<file path="src/rtl/ovc_trig_pkg.sv">
// Shared types and default sizing for the multi-channel camera trigger.
package ovc_trig_pkg;

  // Per-channel trigger state
  typedef enum logic [1:0] {
    TRIG_IDLE   = 2'd0,
    TRIG_DELAY  = 2'd1,
    TRIG_ACTIVE = 2'd2
  } trig_state_e;

  // Default build parameters
  localparam int DEF_NUM_CH       = 4;
  localparam int DEF_CLK_PER_USEC = 125;
  localparam int DEF_DECIM_W      = 8;
  localparam int DEF_EXP_W        = 16;

endpackage

</file>
<file path="src/rtl/trigger_channel.sv">
// One trigger line: waits the latched delay, then holds its output high for
// the latched exposure, both counted in microsecond ticks.
module trigger_channel
  import ovc_trig_pkg::*;
#(
  parameter int EXP_W = DEF_EXP_W
) (
  input  logic             c,
  input  logic             rst_n,
  input  logic             usec_tick_i,
  input  logic             frame_start_i,
  input  logic             en_i,
  input  logic [EXP_W-1:0] delay_i,
  input  logic [EXP_W-1:0] exposure_i,
  input  logic             overrun_clr_i,
  output logic             q_o,
  output logic             overrun_o,
  output logic             busy_o
);

  localparam logic [EXP_W-1:0] ONE_USEC = EXP_W'(1);

  trig_state_e      state_q;
  logic [EXP_W-1:0] delay_q;
  logic [EXP_W-1:0] exposure_q;
  logic [EXP_W-1:0] cnt_q;
  logic             q_q;
  logic             overrun_q;
  logic             start_ok;

  // A zero exposure or a disabled channel never leaves IDLE
  assign start_ok = en_i && (exposure_i != '0);

  // Channel FSM with latched config, usec counter and registered outputs
  always_ff @(posedge c or negedge rst_n) begin
    if (!rst_n) begin
      state_q    <= TRIG_IDLE;
      delay_q    <= '0;
      exposure_q <= '0;
      cnt_q      <= '0;
      q_q        <= 1'b0;
      overrun_q  <= 1'b0;
    end else begin
      q_q <= (state_q == TRIG_ACTIVE);

      // A new frame while still busy is reported, never restarts the pulse;
      // set has priority over clear.
      if (frame_start_i && (state_q != TRIG_IDLE)) begin
        overrun_q <= 1'b1;
      end else if (overrun_clr_i) begin
        overrun_q <= 1'b0;
      end

      case (state_q)
        TRIG_IDLE: begin
          if (frame_start_i && start_ok) begin
            delay_q    <= delay_i;
            exposure_q <= exposure_i;
            cnt_q      <= '0;
            state_q    <= (delay_i == '0) ? TRIG_ACTIVE : TRIG_DELAY;
          end
        end
        TRIG_DELAY: begin
          if (usec_tick_i) begin
            if (cnt_q == delay_q - ONE_USEC) begin
              cnt_q   <= '0;
              state_q <= TRIG_ACTIVE;
            end else begin
              cnt_q <= cnt_q + ONE_USEC;
            end
          end
        end
        TRIG_ACTIVE: begin
          if (usec_tick_i) begin
            if (cnt_q == exposure_q - ONE_USEC) begin
              cnt_q   <= '0;
              state_q <= TRIG_IDLE;
            end else begin
              cnt_q <= cnt_q + ONE_USEC;
            end
          end
        end
        default: begin
          cnt_q   <= '0;
          state_q <= TRIG_IDLE;
        end
      endcase
    end
  end

  assign q_o       = q_q;
  assign overrun_o = overrun_q;
  assign busy_o    = (state_q != TRIG_IDLE);

endmodule

</file>
<file path="src/rtl/multi_trigger.sv">
// Multi-channel camera trigger: usec prescaler, internal period timer, IMU
// sync decimator and frame counter feeding NUM_CH trigger channels.
module multi_trigger
  import ovc_trig_pkg::*;
#(
  parameter int NUM_CH       = DEF_NUM_CH,
  parameter int CLK_PER_USEC = DEF_CLK_PER_USEC,
  parameter int DECIM_W      = DEF_DECIM_W,
  parameter int EXP_W        = DEF_EXP_W
) (
  input  logic                    c,
  input  logic                    rst_n,
  input  logic                    imu_sync,
  input  logic                    mode_internal,
  input  logic [EXP_W-1:0]        period_usec,
  input  logic [DECIM_W-1:0]      imu_decim,
  input  logic [NUM_CH-1:0]       ch_en,
  input  logic [NUM_CH*EXP_W-1:0] delay_usec,
  input  logic [NUM_CH*EXP_W-1:0] exposure_usec,
  input  logic                    overrun_clr,
  output logic [NUM_CH-1:0]       q,
  output logic                    frame_start,
  output logic [15:0]             frame_cnt,
  output logic [NUM_CH-1:0]       overrun,
  output logic                    busy
);

  localparam int PRESC_W = (CLK_PER_USEC > 1) ? $clog2(CLK_PER_USEC) : 1;
  localparam logic [PRESC_W-1:0] PRESC_LAST = PRESC_W'(CLK_PER_USEC - 1);
  localparam logic [EXP_W-1:0]   ONE_USEC   = EXP_W'(1);

  logic [PRESC_W-1:0] presc_q;
  logic [EXP_W-1:0]   per_cnt_q;
  logic [DECIM_W-1:0] dec_cnt_q;
  logic               frame_start_q;
  logic [15:0]        frame_cnt_q;

  logic               usec_tick;
  logic               int_sync;
  logic               sync;
  logic               fire;
  logic [NUM_CH-1:0]  ch_busy;

  assign usec_tick = (presc_q == PRESC_LAST);

  // Free-running prescaler producing one tick per microsecond
  always_ff @(posedge c or negedge rst_n) begin
    if (!rst_n) begin
      presc_q <= '0;
    end else begin
      presc_q <= usec_tick ? '0 : presc_q + PRESC_W'(1);
    end
  end

  // Reload at period-1 or above so that lowering period_usec on the fly
  // never lets the counter run away to a full wrap.
  assign int_sync = usec_tick && (period_usec != '0) &&
                    (per_cnt_q >= period_usec - ONE_USEC);

  // Internal period timer, held at zero while the period is zero
  always_ff @(posedge c or negedge rst_n) begin
    if (!rst_n) begin
      per_cnt_q <= '0;
    end else if (period_usec == '0) begin
      per_cnt_q <= '0;
    end else if (int_sync) begin
      per_cnt_q <= '0;
    end else if (usec_tick) begin
      per_cnt_q <= per_cnt_q + ONE_USEC;
    end
  end

  assign sync = mode_internal ? int_sync : imu_sync;
  assign fire = sync && (dec_cnt_q >= imu_decim);

  // Sync decimator plus registered frame start pulse and frame counter
  always_ff @(posedge c or negedge rst_n) begin
    if (!rst_n) begin
      dec_cnt_q     <= '0;
      frame_start_q <= 1'b0;
      frame_cnt_q   <= '0;
    end else begin
      if (sync) begin
        dec_cnt_q <= fire ? '0 : dec_cnt_q + DECIM_W'(1);
      end
      frame_start_q <= fire;
      if (fire) begin
        frame_cnt_q <= frame_cnt_q + 16'd1;
      end
    end
  end

  for (genvar gi = 0; gi < NUM_CH; gi++) begin : g_ch
    trigger_channel #(
      .EXP_W(EXP_W)
    ) u_ch (
      .c            (c),
      .rst_n        (rst_n),
      .usec_tick_i  (usec_tick),
      .frame_start_i(frame_start_q),
      .en_i         (ch_en[gi]),
      .delay_i      (delay_usec[gi*EXP_W +: EXP_W]),
      .exposure_i   (exposure_usec[gi*EXP_W +: EXP_W]),
      .overrun_clr_i(overrun_clr),
      .q_o          (q[gi]),
      .overrun_o    (overrun[gi]),
      .busy_o       (ch_busy[gi])
    );
  end

  assign frame_start = frame_start_q;
  assign frame_cnt   = frame_cnt_q;
  assign busy        = |ch_busy;

endmodule

</file>
<file path="config.mk">
export PLATFORM = sky130hd
export DESIGN_NAME = multi_trigger
export DESIGN_NICKNAME = d
export VERILOG_FILES = /design/src/rtl/ovc_trig_pkg.sv /design/src/rtl/trigger_channel.sv /design/src/rtl/multi_trigger.sv
export SDC_FILE = /design/constraint.sdc
export NUM_CORES = 1
export LEC_CHECK = 0
export ABC_AREA = 1
export CAP_MARGIN = 20
export CORE_ASPECT_RATIO = 1.25
export CORE_UTILIZATION = 46
export CTS_BUF_LIST = sky130_fd_sc_hd__clkbuf_16
export CTS_CLUSTER_SIZE = 20
export DETAILED_ROUTE_END_ITERATION = 8
export GPL_ROUTABILITY_DRIVEN = 0
export PLACE_DENSITY = 0.66
export SETUP_SLACK_MARGIN = 0.4
export SLEW_MARGIN = 0
export SYNTH_ARGS = -nofsm -noshare
export SYNTH_HDL_FRONTEND = slang
export SYNTH_SLANG_ARGS = --single-unit
</file>
<file path="constraint.sdc">
create_clock -name c -period 2.1 [get_ports c]
set_input_delay 0.42 -clock c [delete_from_list [all_inputs] [get_ports c]]
set_output_delay 0.42 -clock c [all_outputs]
set_load 0.005 [all_outputs]
</file>
# Yosys cells after proc, flatten, opt, wreduce, memory -nomap -nowiden
# Index checks and enable logic that the tools add are counted.
dict set report op_classes {
  addsub 17
  magnitude_cmp 2
  eq_ne 37
  n_mux 63
  n_reduce_logical 51
}
# op n
set op_table {}
lappend op_table {{$mux W16} 23}
lappend op_table {{$pmux W16 S3} 4}
lappend op_table {{$sub A16 B1 Y16 const B} 9}
lappend op_table {{$eq A16 B16 Y1} 8}
lappend op_table {{$add A16 B1 Y16 const B} 6}
lappend op_table {{$logic_not A16 Y1} 5}
lappend op_table {{$reduce_bool A16 Y1} 5}
lappend op_table {{$mux W2} 24}
lappend op_table {{$ne A2 B2 Y1 const B} 12}
lappend op_table {{$pmux W2 S3} 4}
lappend op_table {{$reduce_and A5 Y1} 4}
lappend op_table {{$ge A16 B16 Y1} 1}
lappend op_table {{$ne A2 B1 Y1 const B} 8}
lappend op_table {{$reduce_bool A2 Y1} 8}
lappend op_table {{$logic_and A1 B1 Y1} 15}
lappend op_table {{$reduce_and A3 Y1} 4}
lappend op_table {{$add A8 B1 Y8 const B} 1}
lappend op_table {{$eq A2 B1 Y1 const B} 4}
lappend op_table {{$eq A2 B2 Y1 const B} 4}
lappend op_table {{$ge A8 B8 Y1} 1}
lappend op_table {{$logic_not A2 Y1} 4}
lappend op_table {{$mux W8} 1}
lappend op_table {{$reduce_and A2 Y1} 4}
lappend op_table {{$add A7 B1 Y7 const B} 1}
lappend op_table {{5 further kinds} 10}
dict set report word_totals {
  reg_bits 256
  input_bits 161
  out_inout_bits 26
}

# Longest topological paths before layout
dict set report logic_depth {
  word_depth 6
  mapped_depth 21
}

# By module
# Synthesis repeated with hierarchy kept, for this count alone.
dict set report unflattened {
  cells_unflattened 2621
  hier_area_um2 18611.6
}
# mod instances cells_per_inst area_each_um2 seq_area_each_um2
set modules_own_cells {}
lappend modules_own_cells {{trigger_channel at g_ch[0].u_ch ...} 3 537 3757.4 1301.2}
lappend modules_own_cells {{trigger_channel at g_ch[3].u_ch} 1 535 3774.9 1301.2}
lappend modules_own_cells {multi_trigger 1 475 3564.7 1201.2}

# Worst setup path before layout
# No wires, ideal clock.
dict set report synth_path {
  path_kind {input to register}
  from {input period_usec[2]}
  to {register frame_cnt_q[13] (netlist: frame_cnt[13])}
  setup_ns 0.117
  arrival_ns 2.898
  required_ns 1.983
  setup_slack_ns -0.915
  path_stages 21
  cell_sequence {nor2_1 > nand2_1 > nor4_1 > nand3_1 > nor2_1 > nand4_1 > xor2_1 > inv_1 > ha_1 > nand2_1 > inv_1 > nand3_1 > nor3_1 > nand3_1 > nand3_1 > nand2_2 > nand2_2 > nand2_2 > buf_2 > nand2_1 > nand2_1}
}
dict set report synth_via {
  elab_chain_cells 5
  elab_cells_between_ends 7
  classes_between {1 x add/sub; 1 x order compare; 1 x mux; 4 x reduce/logical}
}
# element line_no
set synth_lines {}
lappend synth_lines {{start: declaration} multi_trigger.sv:15} ;# input logic [EXP_W-1:0] period_usec,
lappend synth_lines {{$sub A16 B1 Y16 / $reduce_bool A16 Y1 (equally long branches)} {multi_trigger.sv:58, multi_trigger.sv:57}}
lappend synth_lines {{$ge A16 B16 Y1 / $logic_and A1 B1 Y1 (equally long branches)} {multi_trigger.sv:58, multi_trigger.sv:57}}
lappend synth_lines {{$logic_and A1 B1 Y1 (*)} multi_trigger.sv:57} ;# assign int_sync = usec_tick && (period_usec != '0) &&
lappend synth_lines {{$mux W1 (*)} multi_trigger.sv:73} ;# assign sync = mode_internal ? int_sync : imu_sync;
lappend synth_lines {{$logic_and A1 B1 Y1 (*)} multi_trigger.sv:74} ;# assign fire = sync && (dec_cnt_q >= imu_decim);
lappend synth_lines {{end signal: assignment} multi_trigger.sv:88} ;# frame_cnt_q <= frame_cnt_q + 16'd1;
lappend synth_lines {{end: declaration} multi_trigger.sv:36} ;# logic [15:0] frame_cnt_q;
# Mark *: on every way between the ends. The rest lies on a longest branch, timed or not.
# A chain may end at the register's enable or synchronous reset.

# Worst setup path after layout
dict set report layout_path {
  from {input period_usec[10]}
  to {register frame_cnt_q[5] (netlist: frame_cnt[5])}
}
# The elaborated chain is that of the path after synthesis.

==> metrics list <==
- Synthesized-area fraction occupied by adder cells: 3.72%
- Register-to-register path setup slack: -40 ps
- After legalization and detailed placement, the total HPWL measured 37.0 mm.
- Largest family of logic cells by synthesized area: simple AND/OR/NAND/NOR gates
* Multi-input gate area in the final layout: 12400 um2
* Total Nets Final: 3266
- CTS built an H-tree with a depth of 1.
* Overall routed net length: 53.6 mm
- Total I/O pin count: 187
- Cell Rows: 81
- Clock Tree Buf Depth: 3
- Minimum setup slack after placement: -1410 ps
- In this run, the clock network consumes 26.8% of the power.
- Count of mapped cells out of synthesis: 2579
- At the pin with the least slew margin, the transition time is 692 ps.
* Mean post-synth cell area: 7.17 um2
- Total non-filler cell area in the finished layout: 26400 um2
* Clock skew after layout: 18.6 ps
- Launch point of the worst hold path: exposure_usec[10]
- Area overhead of the layout relative to synthesis: 42.8%
- Req. time, crit path: 2550 ps
- Hold Crit Endpoint: g_ch[0].u_ch.exposure_q[10]
- By startpoint and endpoint, the worst setup path is classified as input port to register.
- Detailed Route Iter0 Violations: 1045
- Yosys warnings: 0
* Class of the tightest hold or removal check: input port to register
* Core Footprint: 39400 um2
- In this run the tightest slew margin relative to its limit is 53.8%.
- In the final layout, flip-flops and latches occupy 6440 um2.
* Worst reg2reg endpoint: g_ch[3].u_ch.state_q[0]
- Derived from the worst setup path, the maximum achievable clock frequency is 401 MHz.
- Critical path startpoint category: input port
- Portion of the post-synthesis area used by sequential elements: 34.6%
- The die covers 41000 um2.
- Combinational share of power: 40.7%
- FF+latch count, synth: 256
- Violations in the final reports: setup timing
- Pwr/cell area: 747 nW/um2
- The final-report max-slew violation count came to 0.
* Sequential share of power: 32.5%
- Across the VDD grid, the largest voltage drop is 0.000709 V.
- Max-Cap Viols: 0
- Switching power as a share of total power: 37.7%
* Num Clock Sinks: 256
- When the netlist entered floorplanning its net count stood at 2795.
- Via count of the first global-routing pass: 18204
- After filler insertion, the fill cell instance count of the layout stands at 3204.
* Worst Slack Setup Final: -393 ps
- Measured along the y axis, the die boundary spans 226 um.
- Via count normalized by instance count: 5.16
- Share of synthesized cell area in and, or, nand and nor gates: 34.6%
- Hold WS: 143 ps
- The initial utilization of the core area, before any placement, comes to 46.9%.
* Aggregate global-route resource usage: 25.5%
- Counting the buffers created by CTS gives 29.
- For this run, design rule violations remaining after detail routing come to 0.
- Post-route minimum period: 2490 ps
- Clock-pin slew was measured on the worst setup and hold paths at 60 ps.
- The worst register-to-register path has a depth of 18.
* Sum of overflow across all layers after global routing: 0
* Maximum fanout count along the critical path: 6
- The worst register-to-register path begins at g_ch[3].u_ch.exposure_q[1].
* Reported net switching power: 7.44 mW
* RSZ-0062 raised after global routing: yes
- Adding up every negative setup slack in the final design gives -13520 ps.
- The internal power of the cells totals 12.3 mW.
* Synthesized area: 18500 um2
* Antenna viol nets, final: 0
- The final-report hold violation count came to 0.
- The first detailed-routing pass ran for 5 iterations.
* Fraction of registers with async set/reset: 100%
- Run status: finished with violations
* Xor and xnor area share after synthesis: 9.93%
- Average detailed-routed wire length per instance: 15.0 um
- Library cells used by synthesis: 46
- Clock latency of the later-clocked register in the worst-skew pair: 580 ps
* Vias: 18430
- The final critical path takes up 119% of the cycle.
- Buffers placed on the I/O ports in this run total 186.
- Cell Area, Placed: 22500 um2
- Entering global routing, the biggest net connects 55 pins.
- In the final layout, the share of cells above drive strength 1 is 28.0%.
- The tree is rooted in a sky130_fd_sc_hd__clkbuf_16.
- Along the worst hold path, the cell count comes to 3.
- Synth Area in Compound Gates: 5.21%
* Top FF cell, synth: sky130_fd_sc_hd__dfrtp_1
- In this run, synthesis inferred 0 flip-flops with an integrated enable.
- CTS tree: yes
- Signal arrival time at the worst endpoint: 2940 ps
- Share of synthesized area spent on multiplexers: 3.96%
* Wire length of the first global-routing pass: 85.7 mm
* Die X: 181 um
* Antenna violations before repair: 3
* Final setup violating endpoints: 43
- STA classifies the critical path endpoint as a register.
* Leakage component of the power: 12.9 nW
## how the worst max path moves through the flow
stage | startpoint | to | cells past startpoint
after detailed placement | period_usec[2] | frame_cnt[14] | 22
final | period_usec[10] | frame_cnt[5] | 20
after CTS | period_usec[1] | frame_cnt[14] | 22
after floorplan | period_usec[2] | frame_cnt[15] | 21
after global routing | period_usec[10] | dec_cnt_q[1] | 20
after global placement | period_usec[2] | frame_cnt[2] | 22
## worst max-delay path, cell delays in order
cell and delay (ps):
sky130_fd_sc_hd__clkdlybuf4s50_1 460, sky130_fd_sc_hd__nor2_2 170, sky130_fd_sc_hd__nand2_1 90, sky130_fd_sc_hd__inv_1 80, sky130_fd_sc_hd__nand3_1 90, sky130_fd_sc_hd__xor2_1 170, sky130_fd_sc_hd__inv_1 90, sky130_fd_sc_hd__ha_4 280
sky130_fd_sc_hd__nand2_4 60, sky130_fd_sc_hd__inv_4 50, sky130_fd_sc_hd__nand3_4 80, sky130_fd_sc_hd__nor3_4 140, sky130_fd_sc_hd__nand2_1 90, sky130_fd_sc_hd__nand3_2 110, sky130_fd_sc_hd__nand2_2 80, sky130_fd_sc_hd__nand2_4 100
sky130_fd_sc_hd__nand2_8 90, sky130_fd_sc_hd__buf_12 170, sky130_fd_sc_hd__nand2_2 60, sky130_fd_sc_hd__o21ai_2 50
## registers in the layout, indices dropped and copies added, names as in the netlist
signal	count
g_ch.u_ch.exposure_q	64
dec_cnt_q	8
per_cnt_q	16
g_ch.u_ch.overrun_o	4
presc_q	7
g_ch.u_ch.state_q	8
g_ch.u_ch.delay_q	64
g_ch.u_ch.q_o	4
g_ch.u_ch.cnt_q	64
frame_cnt	16
frame_start	1
## per-layer routing
layer / up-vias / routed length [um] / global-route usage [%]
li1: 9179 / - / -
met1: 8729 / 22200 / 30.6
met2: 404 / 27500 / 46.9
met3: 116 / 2280 / 2.89
met4: 2 / 1530 / 8.58
met5: - / 19 / 0
## timing repair
action,CTS,global route
pin swaps,109,122
hold endpoints to repair,41,0
gates cloned,10,3
setup endpoints to repair,202,208
hold buffers,1,0
buffers inserted,93,55
resized for setup,302,242
## Yosys cell counts (29+ instances only)
master,count,area share (%)
sky130_fd_sc_hd__nor3_1,29,0.78
sky130_fd_sc_hd__ha_1,55,3.7
sky130_fd_sc_hd__inv_1,280,5.7
sky130_fd_sc_hd__a21oi_1,35,0.95
sky130_fd_sc_hd__xnor2_1,77,3.6
sky130_fd_sc_hd__nand4_1,35,1.2
sky130_fd_sc_hd__nand2_1,754,15
sky130_fd_sc_hd__mux2_2,65,4.0
sky130_fd_sc_hd__xor2_1,130,6.2
sky130_fd_sc_hd__nand3_1,187,5.1
sky130_fd_sc_hd__nand3b_1,49,2.0
sky130_fd_sc_hd__o21ai_0,108,2.9
sky130_fd_sc_hd__dfrtp_1,256,35
sky130_fd_sc_hd__nor2_1,300,6.1
## per-stage QoR
stage               power [mW]  utilization, %  instances
finish                    19.7            67.0       3571
global route              20.9            67.0       3571
CTS                       19.1            63.8       3511
detailed placement        12.5            57.0       3355
global placement          12.3            57.0       3355
floorplan                 10.3               -       2579
## power by group through the flow
| stage | clock, mW | combinational (mW) | sequential (mW) |
|---|---|---|---|
| 3_3_place_gp | 0 | 5.98 | 6.36 |
| 4_1_cts | 5.38 | 7.37 | 6.34 |
| 6_report | 5.28 | 8.03 | 6.42 |
| 3_5_place_dp | 0 | 6.14 | 6.37 |
| 5_1_grt | 5.58 | 8.79 | 6.52 |
| 2_1_floorplan | 0 | 4.12 | 6.21 |
## layout by cell type, fill, tap and decap left out, types with 8 or more instances in the layout
cell type | Yosys | layout
sky130_fd_sc_hd__nand2_2 | 16 | 79
sky130_fd_sc_hd__mux2_2 | 65 | 36
sky130_fd_sc_hd__clkdlybuf4s50_1 | 0 | 137
sky130_fd_sc_hd__nor2_2 | 19 | 50
sky130_fd_sc_hd__clkbuf_16 | 0 | 32
sky130_fd_sc_hd__dfrtp_2 | 0 | 25
sky130_fd_sc_hd__ha_1 | 55 | 39
sky130_fd_sc_hd__dlygate4sd2_1 | 0 | 26
sky130_fd_sc_hd__nor4_1 | 26 | 20
sky130_fd_sc_hd__o21ai_2 | 2 | 24
sky130_fd_sc_hd__nand2_4 | 6 | 38
sky130_fd_sc_hd__nand2_8 | 0 | 10
sky130_fd_sc_hd__buf_4 | 10 | 267
sky130_fd_sc_hd__nor2_4 | 13 | 52
sky130_fd_sc_hd__inv_1 | 280 | 251
sky130_fd_sc_hd__nand3_2 | 2 | 47
sky130_fd_sc_hd__nand3b_1 | 49 | 49
sky130_fd_sc_hd__nor3_2 | 3 | 8
sky130_fd_sc_hd__buf_12 | 0 | 25
sky130_fd_sc_hd__o22ai_1 | 11 | 11
sky130_fd_sc_hd__buf_6 | 5 | 25
sky130_fd_sc_hd__nand2_1 | 754 | 653
sky130_fd_sc_hd__nor2_1 | 300 | 231
sky130_fd_sc_hd__nand4_1 | 35 | 35
sky130_fd_sc_hd__dlymetal6s2s_1 | 0 | 9
sky130_fd_sc_hd__inv_2 | 4 | 32
sky130_fd_sc_hd__dfrtp_1 | 256 | 231
sky130_fd_sc_hd__xnor2_1 | 77 | 77
sky130_fd_sc_hd__ha_4 | 0 | 16
sky130_fd_sc_hd__xor2_1 | 130 | 130
sky130_fd_sc_hd__o21ai_1 | 7 | 36
sky130_fd_sc_hd__o21ai_0 | 108 | 57
sky130_fd_sc_hd__a21oi_1 | 35 | 30
sky130_fd_sc_hd__nand3_1 | 187 | 136
sky130_fd_sc_hd__mux2_4 | 0 | 29
sky130_fd_sc_hd__and2_1 | 9 | 9
sky130_fd_sc_hd__nor3_1 | 29 | 23
## kinds of logic (layout without fill, tap and decap cells)
group | Yosys count | after routing
buffers and inverters | 361 | 848
other | 0 | 2
DFF | 256 | 256
AOI/OAI and AO/OA | 178 | 178
muxes | 65 | 65
xor gates and xnor gates | 208 | 208
adders and majority gates | 55 | 55
and+or+nand+nor | 1456 | 1461
## cell type report
class | instances | share of cell area [%]
inverters | 285 | 4.12
clock buffers | 29 | 2.75
clock inverters | 23 | 0.943
multi-input cells | 1967 | 47.1
well taps | 498 | 2.36
diodes | 2 | 0.0190
flip-flops and latches | 256 | 24.4
repair buffers | 511 | 18.4
No activity file was read; power rests on OpenSTA's default activity.
